`src/rtl/bar_array_to_position_pkg.sv`:
```
// rtl/bar_array_to_position_pkg.sv - shared level-meter types and helpers
//
// Bar-array format shared by generator and decoder:
//   bit k of the array is set iff (k <= position) or (k == peak).
//   Bit 0 is the lowest segment. When no peak dot is present, peak == position.
package bar_array_to_position_pkg;

    typedef enum logic [1:0] {
        ST_IDLE = 2'd0,
        ST_SCAN = 2'd1,
        ST_OUT  = 2'd2
    } meter_state_t;

    // Width of a position/peak field for a bar of w segments (never below one bit).
    function automatic int calc_width_bits(input int w);
        return (w <= 2) ? 1 : $clog2(w);
    endfunction

endpackage

```
`src/rtl/bar_array_to_position.sv`:
```
// rtl/bar_array_to_position.sv - serial bar-array decoder recovering level and peak-hold positions
module bar_array_to_position
    import bar_array_to_position_pkg::*;
#(
    parameter int width = 32
) (
    input  logic                                   clk,
    input  logic                                   reset,
    input  logic                                   i_valid,
    output logic                                   i_ready,
    input  logic [width-1:0]                       i_array,
    output logic                                   o_valid,
    input  logic                                   o_ready,
    output logic [calc_width_bits(width)-1:0]      o_position,
    output logic [calc_width_bits(width)-1:0]      o_peak,
    output logic                                   o_error
);

    localparam int width_bits = calc_width_bits(width);
    localparam logic [width_bits-1:0] last_index = width_bits'(width - 1);

    meter_state_t            state, state_n;
    logic [width_bits-1:0]   count, count_n;
    logic [width-1:0]        shreg, shreg_n;
    logic                    in_run, in_run_n;
    logic                    dot_seen, dot_seen_n;
    logic                    err, err_n;
    logic [width_bits-1:0]   pos, pos_n;
    logic [width_bits-1:0]   peak, peak_n;
    logic                    i_ready_n;
    logic                    o_valid_n;
    logic [width_bits-1:0]   o_position_n;
    logic [width_bits-1:0]   o_peak_n;
    logic                    o_error_n;
    logic                    scan_bit;

    // Segments are consumed LSB first, so the current bit is always the bottom of the shifter.
    assign scan_bit = shreg[0];

    // State and datapath registers; async reset discards any in-flight scan or result.
    always_ff @(posedge clk or posedge reset) begin
        if (reset) begin
            state      <= ST_IDLE;
            count      <= '0;
            shreg      <= '0;
            in_run     <= 1'b0;
            dot_seen   <= 1'b0;
            err        <= 1'b0;
            pos        <= '0;
            peak       <= '0;
            i_ready    <= 1'b1;
            o_valid    <= 1'b0;
            o_position <= '0;
            o_peak     <= '0;
            o_error    <= 1'b0;
        end else begin
            state      <= state_n;
            count      <= count_n;
            shreg      <= shreg_n;
            in_run     <= in_run_n;
            dot_seen   <= dot_seen_n;
            err        <= err_n;
            pos        <= pos_n;
            peak       <= peak_n;
            i_ready    <= i_ready_n;
            o_valid    <= o_valid_n;
            o_position <= o_position_n;
            o_peak     <= o_peak_n;
            o_error    <= o_error_n;
        end
    end

    // Next-state: accept in IDLE, classify one segment per cycle in SCAN, hold result in OUT.
    always_comb begin
        state_n      = state;
        count_n      = count;
        shreg_n      = shreg;
        in_run_n     = in_run;
        dot_seen_n   = dot_seen;
        err_n        = err;
        pos_n        = pos;
        peak_n       = peak;
        i_ready_n    = i_ready;
        o_valid_n    = o_valid;
        o_position_n = o_position;
        o_peak_n     = o_peak;
        o_error_n    = o_error;

        case (state)
            ST_IDLE: begin
                if (i_valid && i_ready) begin
                    shreg_n    = i_array;
                    in_run_n   = 1'b1;
                    dot_seen_n = 1'b0;
                    err_n      = 1'b0;
                    pos_n      = '0;
                    peak_n     = '0;
                    count_n    = '0;
                    i_ready_n  = 1'b0;
                    state_n    = ST_SCAN;
                end
            end

            ST_SCAN: begin
                shreg_n = shreg >> 1;
                if (count == '0 && !scan_bit) begin
                    // Bar must start at segment 0; an empty bottom segment is malformed.
                    err_n    = 1'b1;
                    in_run_n = 1'b0;
                end else if (in_run && scan_bit) begin
                    pos_n  = count;
                    peak_n = count;
                end else if (in_run) begin
                    in_run_n = 1'b0;
                end else if (scan_bit && !dot_seen) begin
                    dot_seen_n = 1'b1;
                    peak_n     = count;
                end else if (scan_bit) begin
                    // A second set bit above the run: two dots or a dot wider than one segment.
                    err_n = 1'b1;
                end

                if (count == last_index) begin
                    count_n      = '0;
                    o_valid_n    = 1'b1;
                    o_error_n    = err_n;
                    o_position_n = err_n ? '0 : pos_n;
                    o_peak_n     = err_n ? '0 : peak_n;
                    state_n      = ST_OUT;
                end else begin
                    count_n = count + 1'b1;
                end
            end

            ST_OUT: begin
                if (o_ready) begin
                    o_valid_n = 1'b0;
                    i_ready_n = 1'b1;
                    state_n   = ST_IDLE;
                end
            end

            default: begin
                state_n = ST_IDLE;
            end
        endcase
    end

endmodule

```
`config.mk`:
```
export PLATFORM = sky130hd
export DESIGN_NAME = bar_array_to_position
export DESIGN_NICKNAME = d
export VERILOG_FILES = /design/src/rtl/bar_array_to_position_pkg.sv /design/src/rtl/bar_array_to_position.sv
export SDC_FILE = /design/constraint.sdc
export NUM_CORES = 1
export LEC_CHECK = 0
export CORE_ASPECT_RATIO = 0.5
export CORE_MARGIN = 4
export CORE_UTILIZATION = 25
export CTS_BUF_LIST = sky130_fd_sc_hd__clkbuf_4 sky130_fd_sc_hd__clkbuf_8
export CTS_CLUSTER_SIZE = 8
export DETAILED_ROUTE_END_ITERATION = 12
export GPL_ROUTABILITY_DRIVEN = 0
export PLACE_DENSITY = 0.41
export SYNTH_ARGS = -nofsm -noshare
export SYNTH_HDL_FRONTEND = slang
export SYNTH_SLANG_ARGS = --single-unit
```
`constraint.sdc`:
```
create_clock -name clk -period 2.15 [get_ports clk]
set_input_delay 0.3225 -clock clk [delete_from_list [all_inputs] [get_ports clk]]
set_output_delay 0.3225 -clock clk [all_outputs]
set_load 0.02 [all_outputs]
```
==> results of run 1 <==
[stage by stage]
step	total power, mW	util [%]	worst slack [ns]	instance area, um^2
after CTS	4.319	33.61	0.2703	3701
after floorplan	2.818	-	0.2027	2833
final	4.241	33.61	0.3040	3701
after detailed placement	3.265	31.83	0.2585	3506
after global routing	4.579	33.61	0.1330	3701
after global placement	3.234	31.83	0.3028	3506
[routing by layer]
metal  up-vias  track usage [%]
met3         8            3.540
met2        43            15.98
met1      1015            14.49
li1       1025                -
met4         0            3.483
met5         -                0
[registers in the layout, indices dropped and copies added (netlist names), 2 cells and up]
register,flops
shreg,32
count,5
o_peak,5
o_position,5
peak,5
pos,5
state,2
[logic make-up after synthesis]
group                      synth area share (%)
AOI/OAI and AO/OA                         17.05
and+or+nand+nor                           9.894
adders and majority gates                 1.325
buffers and inverters                     6.184
muxes                                     7.774
xor gates and xnor gates                 0.3092
DFF                                       57.46
[layout by cell type (no fill, tap or decap), drive strengths merged]
| cell type | synthesis | routed |
|---|---|---|
| nor2b | 1 | 1 |
| and3 | 1 | 1 |
| ha | 3 | 3 |
| or3 | 1 | 1 |
| dfstp | 1 | 1 |
| buf | 11 | 7 |
| a31oi | 1 | 1 |
| clkinv | 0 | 3 |
| o21ai | 33 | 33 |
| o21a | 1 | 1 |
| and2 | 1 | 1 |
| o31ai | 6 | 6 |
| a22o | 2 | 2 |
| nand3 | 1 | 1 |
| mux2i | 22 | 22 |
| nand3b | 1 | 1 |
| a21oi | 6 | 6 |
| or2 | 3 | 3 |
| o211ai | 1 | 1 |
| nand2 | 38 | 38 |
| or4b | 1 | 1 |
| nand2b | 3 | 3 |
| nor3 | 2 | 2 |
| inv | 27 | 27 |
| xor2 | 1 | 1 |
| nor3b | 1 | 1 |
| nor2 | 6 | 6 |
| dfrtp | 64 | 64 |
| clkbuf | 5 | 9 |
| bufinv | 0 | 1 |
| clkdlybuf4s50 | 0 | 48 |
| a222oi | 19 | 19 |
| clkinvlp | 0 | 3 |
[cell usage after synthesis (all sizes together) (2+ instances only)]
master | count | area share (%)
buf | 11 | 1.9
a22o | 2 | 0.62
clkbuf | 5 | 0.66
or2 | 3 | 0.75
a21oi | 6 | 1.1
nand2 | 38 | 5.0
a222oi | 19 | 6.7
dfrtp | 64 | 57
mux2i | 22 | 7.8
nor2 | 6 | 0.79
nor3 | 2 | 0.35
inv | 27 | 3.6
nand2b | 3 | 0.66
ha | 3 | 1.3
o21ai | 33 | 5.8
o31ai | 6 | 1.6
[report_power, final]
group	switching (mW)	leakage, nW	total [mW]	internal, mW
combinational	0.731	0.825	1.31	0.583
clock	0.487	0.0912	1.02	0.532
sequential	0.290	0.859	1.91	1.62
[worst paths after layout]
path	startpoint	to	slack [ns]	cells past startpoint
worst max register to register	count[0]$_DFFE_PP0P_	o_peak[0]$_DFFE_PP0P_	0.32	6
max in group asynchronous	reset	i_ready$_DFFE_PP1P_	1.46	3
worst max-delay path	i_ready$_DFFE_PP1P_	i_ready	0.30	1
min in group clk	shreg[28]$_DFFE_PP0P_	shreg[28]$_DFFE_PP0P_	0.48	2
worst min-delay path	reset	shreg[22]$_DFFE_PP0P_	0.37	3
worst min register to register	shreg[28]$_DFFE_PP0P_	shreg[28]$_DFFE_PP0P_	0.48	2
[final cells by class]
| type | instances | area share (%) |
|---|---|---|
| repair buffers | 55 | 15.08 |
| clock inverters | 7 | 1.927 |
| multi-input cells | 155 | 28.03 |
| clock buffers | 9 | 3.347 |
| flip-flops and latches | 65 | 43.98 |
| inverters | 27 | 2.738 |
| well taps | 145 | 4.902 |
==> impl_metrics.csv, run 1 <==
group,metric,value,unit
clock_tree,clockRootBuffer,"clkbuf_8",
floorplan,rows,27,
run_status,status,"finished, final reports clean",
timing,period_minus_slack,1.846,ns
final_layout,fin_nets,352,
floorplan,dieArea,13200,um^2
synthesis,syn_nets,302,
routing,via_per_inst,4.516,
floorplan,core-area,11010,um^2
clock_tree,insertion_delay,0.34,ns
clock_tree,cts_tree,"built",
critical_path,crit_type,"flop to primary output",
routing,drt_wl_total,6.614,mm
timing,min_period_over_period,85.86,%
synthesis,synthArstFlopShare,100.0,%
synthesis,ys_types,33,
critical_path,cp_data_arrival_time,1.52,ns
routing,first_pass_iters,6,
final_layout,multi_input_area,1037,um^2
routing,drt-met1-wl,3.234,mm
timing,drv_slew,0,
routing,wire_per_inst,14.29,um
routing,met3WireLength,275,um
timing,setup-tns-final,0,ns
synthesis,ys_warn_count,0,
timing,setup-violations-final,0,
timing,skew,0.005642,ns
timing,finalHoldViolCount,0,
timing,worst_pin_slew,0.6440,ns
routing,wl_met2,3.021,mm
synthesis,ys_seq_area_share,57.46,%
grt,grt_pass1_vias,2186,
clock_tree,cts.sinks,65,
synthesis,netlist_instances,263,
clock_tree,cts_buffers,9,
critical_path,required,1.83,ns
critical_path,endpoint_kind,"primary output",
clock_tree,postCtsSetupBuffers,0,
critical_path,crit_slowest_cell,"clkdlybuf4s50_1",
routing,drc,0,
clock_tree,cts_max_level,3,
routing,top_layer_used,"met4",
timing,fin_hold_ws,0.3735,ns
final_layout,num_antenna_cells,0,
grt,grt_use_total,10.68,%
synthesis,syn-cell-area,2833,um^2
power_and_ir_drop,p_per_area,1146,nW/um^2
floorplan,start_util,25.72,%
floorplan,chipHeight,83.27,um
clock_tree,post_cts_resized,0,
critical_path,path_buf_inv,1,
timing,rsz0062_at_grt,"no",
timing,slew_headroom,56.78,%
floorplan,ios,49,
critical_path,cp_max_fo,5,
final_layout,fillers,1150,
grt,antenna_found_initial,0,
clock_tree,clkSlewWorstSetupHoldPaths,0.07,ns
synthesis,ys_ff_latch,65,
final_layout,syn_to_final_growth,30.65,%
critical_path,startpoint_type,"flop",
placed_design,io_buffer_count,48,
final_layout,layout.cells.non_filler,463,
routing,vias,2091,
power_and_ir_drop,leakagePower,1.775,nW
floorplan,die_w,158.5,um
critical_path,critPathTopFamily,"buffers and inverters",
critical_path,path_cells,"clkdlybuf4s50_1",
clock_tree,holdBufCountCts,0,
grt,grt-ovfl-total,0,
final_layout,regArea,1628,um^2
routing,drt-initial-drc-count,152,
grt,grt_pass1_wl,11.11,mm
final_layout,drive_gt1_share,10.38,%
placed_design,dpl.hpwl,4.611,mm
worst_hold_path,hold_class,"input port to asynchronous set/reset pin",
synthesis,synth_edf_count,0,
run,cap_violations,0,
timing,fmax,541.7,MHz
grt,grt_max_degree,66,
routing,drtAntennaViolNets,0,
synthesis,syn_avg_cell_area,10.77,um^2
placed_design,post-place-cells,447,
critical_path,cpPeakStageDelay,0.62,ns
synthesis,yosys_most_used_dff,"dfrtp_1",
clock_tree,clockBufferDepth,2,
power_and_ir_drop,ir_worst_vdd,0.3858,mV
Note: power is estimated with default switching activity, not from simulation.
==> inputs of run 2 (changes only) <==
Settings changed: CORE_UTILIZATION 25 to 45, PLACE_DENSITY 0.41 to 0.67.
==> impl_metrics.csv, run 2 (synthesis results as in run 1) <==
group,metric,value,unit
timing,slew_headroom,56.47,%
power_and_ir_drop,power_frac_seq,43.7,%
routing,vias,2150,
floorplan,die_w,120.2,um
critical_path,reg2reg_from,"count[0]$_DFFE_PP0P_",
floorplan,core-area,6081,um^2
clock_tree,insertion_delay,0.34,ns
critical_path,crit_type,"flop to flop",
critical_path,cpPeakStageDelay,0.48,ns
clock_tree,clkSlewWorstSetupHoldPaths,0.07,ns
timing,setup_ws,0.2265,ns
routing,via_per_inst,5.283,
grt,grt_use_total,17.32,%
timing,period_minus_slack,1.924,ns
clock_tree,postCtsSetupBuffers,0,
power_and_ir_drop,p_sw_share,33.98,%
run_status,status,"finished, final reports clean",
critical_path,cp_max_fo,7,
timing,min_period_over_period,89.47,%
critical_path,cp_data_arrival_time,2.18,ns
final_layout,final_cell_mix,"64 x dfrtp_1, 48 x clkdlybuf4s50_1, 38 x nand2_1",
clock_tree,clockRootBuffer,"clkbuf_8",
grt,grt_max_degree,54,
power_and_ir_drop,leakagePower,1.803,nW
timing,setup-violations-final,0,
floorplan,dieArea,7705,um^2
floorplan,start_util,46.58,%
floorplan,ios,49,
clock_tree,holdBufCountCts,0,
floorplan,rows,20,
grt,antenna_found_initial,0,
clock_tree,cts_tree,"built",
final_layout,syn_to_final_growth,29.24,%
routing,wire_per_inst,14.88,um
timing,skew,0.006719,ns
clock_tree,cts_buffers,9,
grt,grt_pass1_vias,2170,
power_and_ir_drop,clkPwrFrac,26.9,%
final_layout,largest_reg_flops,32,
floorplan,chipHeight,64.10,um
critical_path,reg2reg_depth,6,
final_layout,final_common_cell,"dfrtp_1",
routing,drt_wl_total,6.058,mm
final_layout,drive_gt1_share,10.66,%
timing,worst_pin_slew,0.6486,ns
clock_tree,post_cts_resized,0,
worst_hold_path,hold_class,"input port to asynchronous set/reset pin",
critical_path,crit_slowest_cell,"dfrtp_1",
timing,drv_slew,0,
grt,grt-ovfl-total,0,
routing,first_pass_iters,8,
timing,fmax,519.9,MHz
placed_design,pre_cts_slack,0.2255,ns
clock_tree,cts.sinks,65,
timing,finalHoldViolCount,0,
power_and_ir_drop,internal_power,2.880,mW
critical_path,path_common_cell,"ha_1",
critical_path,regToRegSetupSlack,0.23,ns
routing,drtAntennaViolNets,0,
routing,drt-initial-drc-count,227,
timing,fin_hold_ws,0.2627,ns
critical_path,endpoint_kind,"flop",
critical_path,reg2reg_to,"o_peak[0]$_DFFE_PP0P_",
routing,drc,0,
clock_tree,clockBufferDepth,2,
timing,setup-tns-final,0,ns
power_and_ir_drop,p_total,4.363,mW
power_and_ir_drop,switchingPower,1.482,mW
timing,rsz0062_at_grt,"no",
run,cap_violations,0,
final_layout,max_flop_register,"shreg",
power_and_ir_drop,p_per_area,1192,nW/um^2
critical_path,path_cells,"ha_1 -> and3_2 -> ha_1 -> nand2_1 -> or2_4 -> o21ai_0",
critical_path,startpoint_type,"flop",
final_layout,fillers,509,
placed_design,dpl.hpwl,4.122,mm
placed_design,io_buffer_count,48,
power_and_ir_drop,combPwrFrac,29.3,%
final_layout,fin_nets,353,
final_layout,num_antenna_cells,0,
critical_path,required,2.41,ns
clock_tree,cts_max_level,3,
power_and_ir_drop,ir_worst_vdd,0.4631,mV
grt,grt_pass1_wl,10.53,mm
run 2: changes by cell type in the layout (fill, tap and decap cells not counted), sizes merged:
cell | before | now
buf | 7 | 8
bufinv | 1 | 2
clkbuf | 9 | 11
clkinvlp | 3 | 0
run 2: layout make-up:
class	count	area [um^2]	share of cell area (%)
clock buffers	11	145.1	3.964
clock inverters	5	78.83	2.153
inverters	27	101.3	2.768
multi-input cells	155	1032	28.20
flip-flops and latches	65	1628	44.46
well taps	88	110.1	3.008
repair buffers	56	565.5	15.45
run 2: worst max path at each step:
stage                    startpoint                     to  slack, ns  cells past startpoint
3_3_place_gp                i_valid  shreg[18]$_DFFE_PP0P_       0.25                      6
3_5_place_dp                i_valid  shreg[14]$_DFFE_PP0P_       0.23                      6
6_report       count[0]$_DFFE_PP0P_  o_peak[0]$_DFFE_PP0P_       0.23                      6
5_1_grt        count[0]$_DFFE_PP0P_  o_peak[2]$_DFFE_PP0P_       0.06                      6
2_1_floorplan                 reset   count[0]$_DFFE_PP0P_       0.20                      1
4_1_cts        count[0]$_DFFE_PP0P_  o_peak[0]$_DFFE_PP0P_       0.21                      6
run 2: power by group through the flow:
stage	Sequential (mW)	Combinational [mW]	Clock (mW)
2_1_floorplan	1.83	0.987	0
3_3_place_gp	1.91	1.24	0
3_5_place_dp	1.92	1.29	0
4_1_cts	1.90	1.30	1.20
5_1_grt	1.96	1.46	1.26
6_report	1.91	1.28	1.18
run 2: worst max-delay path, delay by kind of cell (launching register included):
kind                     cells  cell delay, ns
flip-flops                   1            0.48
AND/OR/NAND/NOR              3            0.72
adder cells (fa/ha/maj)      2            0.47
AO/OA/AOI/OAI                1            0.17
run 2: per-stage QoR:
| step | utilization, % | cells | instance area [um^2] |
|---|---|---|---|
| 2_1_floorplan | - | 263 | 2833 |
| 3_3_place_gp | 56.52 | 391 | 3437 |
| 3_5_place_dp | 56.52 | 391 | 3437 |
| 4_1_cts | 60.21 | 407 | 3661 |
| 5_1_grt | 60.21 | 407 | 3661 |
| 6_report | 60.21 | 407 | 3661 |
run 2: routing by layer:
metal | share of wire, % | track usage (%) | up-vias
met2 | 47 | 26.69 | 69
met1 | 47 | 23.51 | 1044
li1 | - | - | 1027
met5 | 0 | 0 | -
met4 | 1.0 | 5.278 | 0
met3 | 5.1 | 5.570 | 10
==> inputs of run 3 (changes only) <==
Settings changed: MAX_ROUTING_LAYER set to met4.
==> impl_metrics.csv, run 3 (synthesis results as in run 1) <==
group,metric,value,unit
routing,drtAntennaViolNets,0,
clock_tree,cts.sinks,65,
power_and_ir_drop,p_total,4.366,mW
floorplan,ios,49,
placed_design,dpl.hpwl,4.122,mm
floorplan,core-area,6081,um^2
timing,skew,0.008603,ns
critical_path,crit_slowest_cell,"dfrtp_1",
clock_tree,cts_buffers,9,
timing,min_period_over_period,89.56,%
floorplan,rows,20,
grt,top_usage_layer,"met2",
placed_design,pre_cts_slack,0.2255,ns
routing,via_per_inst,5.229,
final_layout,fillers,509,
final_layout,final_common_cell,"dfrtp_1",
critical_path,cp_max_fo,7,
grt,antenna_found_initial,0,
grt,grt_use_total,17.88,%
final_layout,multi_input_area,1032,um^2
final_layout,max_flop_register,"shreg",
placed_design,io_buffer_count,48,
critical_path,path_buf_inv,0,
final_layout,layout.cells.non_filler,407,
timing,setup-violations-final,0,
grt,grt_pass1_wl,10.54,mm
clock_tree,insertion_delay,0.35,ns
clock_tree,clkSlewWorstSetupHoldPaths,0.07,ns
timing,setup_ws,0.2244,ns
final_layout,regArea,1628,um^2
critical_path,reg2reg_from,"count[0]$_DFFE_PP0P_",
floorplan,start_util,46.58,%
critical_path,startpoint,"count[0]$_DFFE_PP0P_",
timing,drv_slew,0,
grt,grt_max_degree,54,
final_layout,postLayoutCellArea,3661,um^2
critical_path,crit_type,"flop to flop",
timing,setup-tns-final,0,ns
floorplan,chipHeight,64.10,um
worst_hold_path,hold_class,"input port to asynchronous set/reset pin",
critical_path,path_common_cell,"ha_1",
routing,drt-initial-drc-count,254,
final_layout,drive_gt1_share,10.66,%
final_layout,num_antenna_cells,0,
run_status,status,"finished, final reports clean",
critical_path,cpPeakStageDelay,0.48,ns
clock_tree,post_cts_resized,0,
timing,slew_headroom,56.93,%
final_layout,fin_nets,353,
final_layout,largest_reg_flops,32,
clock_tree,clockBufferDepth,2,
placed_design,post_dp_cell_area,3437,um^2
grt,grt-ovfl-total,0,
final_layout,syn_to_final_growth,29.24,%
critical_path,endpoint_kind,"flop",
placed_design,post-place-cells,391,
clock_tree,cts_max_level,3,
critical_path,startpoint_type,"flop",
grt,use_met3,6.012,%
timing,fin_hold_ws,0.2650,ns
routing,drc,0,
critical_path,cp_data_arrival_time,2.18,ns
floorplan,dieArea,7705,um^2
timing,finalHoldViolCount,0,
critical_path,required,2.41,ns
final_layout,utilization,60.21,%
routing,first_pass_iters,8,
grt,use_met1,23.28,%
routing,drt_wl_total,6.047,mm
clock_tree,postCtsSetupBuffers,0,
power_and_ir_drop,p_per_area,1192,nW/um^2
power_and_ir_drop,ir_worst_vdd,0.4666,mV
clock_tree,cts_tree,"built",
grt,met2_usage,27.04,%
timing,worst_pin_slew,0.6418,ns
final_layout,final_cell_mix,"64 x dfrtp_1, 48 x clkdlybuf4s50_1, 38 x nand2_1",
timing,rsz0062_at_grt,"no",
run,cap_violations,0,
power_and_ir_drop,leakagePower,1.803,nW
routing,wire_per_inst,14.86,um
routing,vias,2128,
clock_tree,clockRootBuffer,"clkbuf_8",
clock_tree,holdBufCountCts,0,
floorplan,die_w,120.2,um
timing,fmax,519.3,MHz
critical_path,critPathTopFamily,"simple AND/OR/NAND/NOR gates",
timing,period_minus_slack,1.926,ns
grt,grt_pass1_vias,2164,
critical_path,path_cells,"ha_1 -> and3_2 -> ha_1 -> nand2_1 -> or2_4 -> o21ai_0",
==> run 3: cell counts in the layout (fill, tap and decap cells not counted) <==
Identical to the previous run, type by type.
==> run 3: final cells by class <==
class / instances / area share, %
tap: 88 / 3.008
multi-input combinational: 155 / 28.20
sequential: 65 / 44.46
clock buffer: 11 / 3.964
clock inverter: 5 / 2.153
timing repair buffer: 56 / 15.45
inverter: 27 / 2.768
==> run 3: worst reg2reg max path, delay by kind of cell, from the launching register on <==
kind                       cells  cell delay [ns]
AOI/OAI and AO/OA              1             0.17
DFF                            1             0.48
and+or+nand+nor                3             0.72
adders and majority gates      2             0.47
==> run 3: metal layers <==
layer / share of wire (%) / vias to the layer above / wire length [um]
met1: 48 / 1029 / 2929
met4: 0.94 / 0 / 57
met2: 46 / 62 / 2787
met3: 4.5 / 8 / 272
met5: 0 / - / 0
li1: - / 1029 / -
==> run 3: worst paths after layout <==
path | end | slack [ns] | depth (start not counted)
worst max-delay path | o_peak[0]$_DFFE_PP0P_ | 0.22 | 6
worst min-delay path | shreg[21]$_DFFE_PP0P_ | 0.26 | 2
worst max register to register | o_peak[0]$_DFFE_PP0P_ | 0.22 | 6
worst min register to register | o_position[3]$_DFFE_PP0P_ | 0.48 | 2
max in group asynchronous | peak[4]$_DFFE_PP0P_ | 1.33 | 3
min in group clk | o_position[3]$_DFFE_PP0P_ | 0.48 | 2
==> run 3: where the power goes <==
group	leakage, nW	switching, mW	internal, mW
sequential	0.859	0.291	1.62
clock	0.117	0.478	0.696
combinational	0.827	0.717	0.568
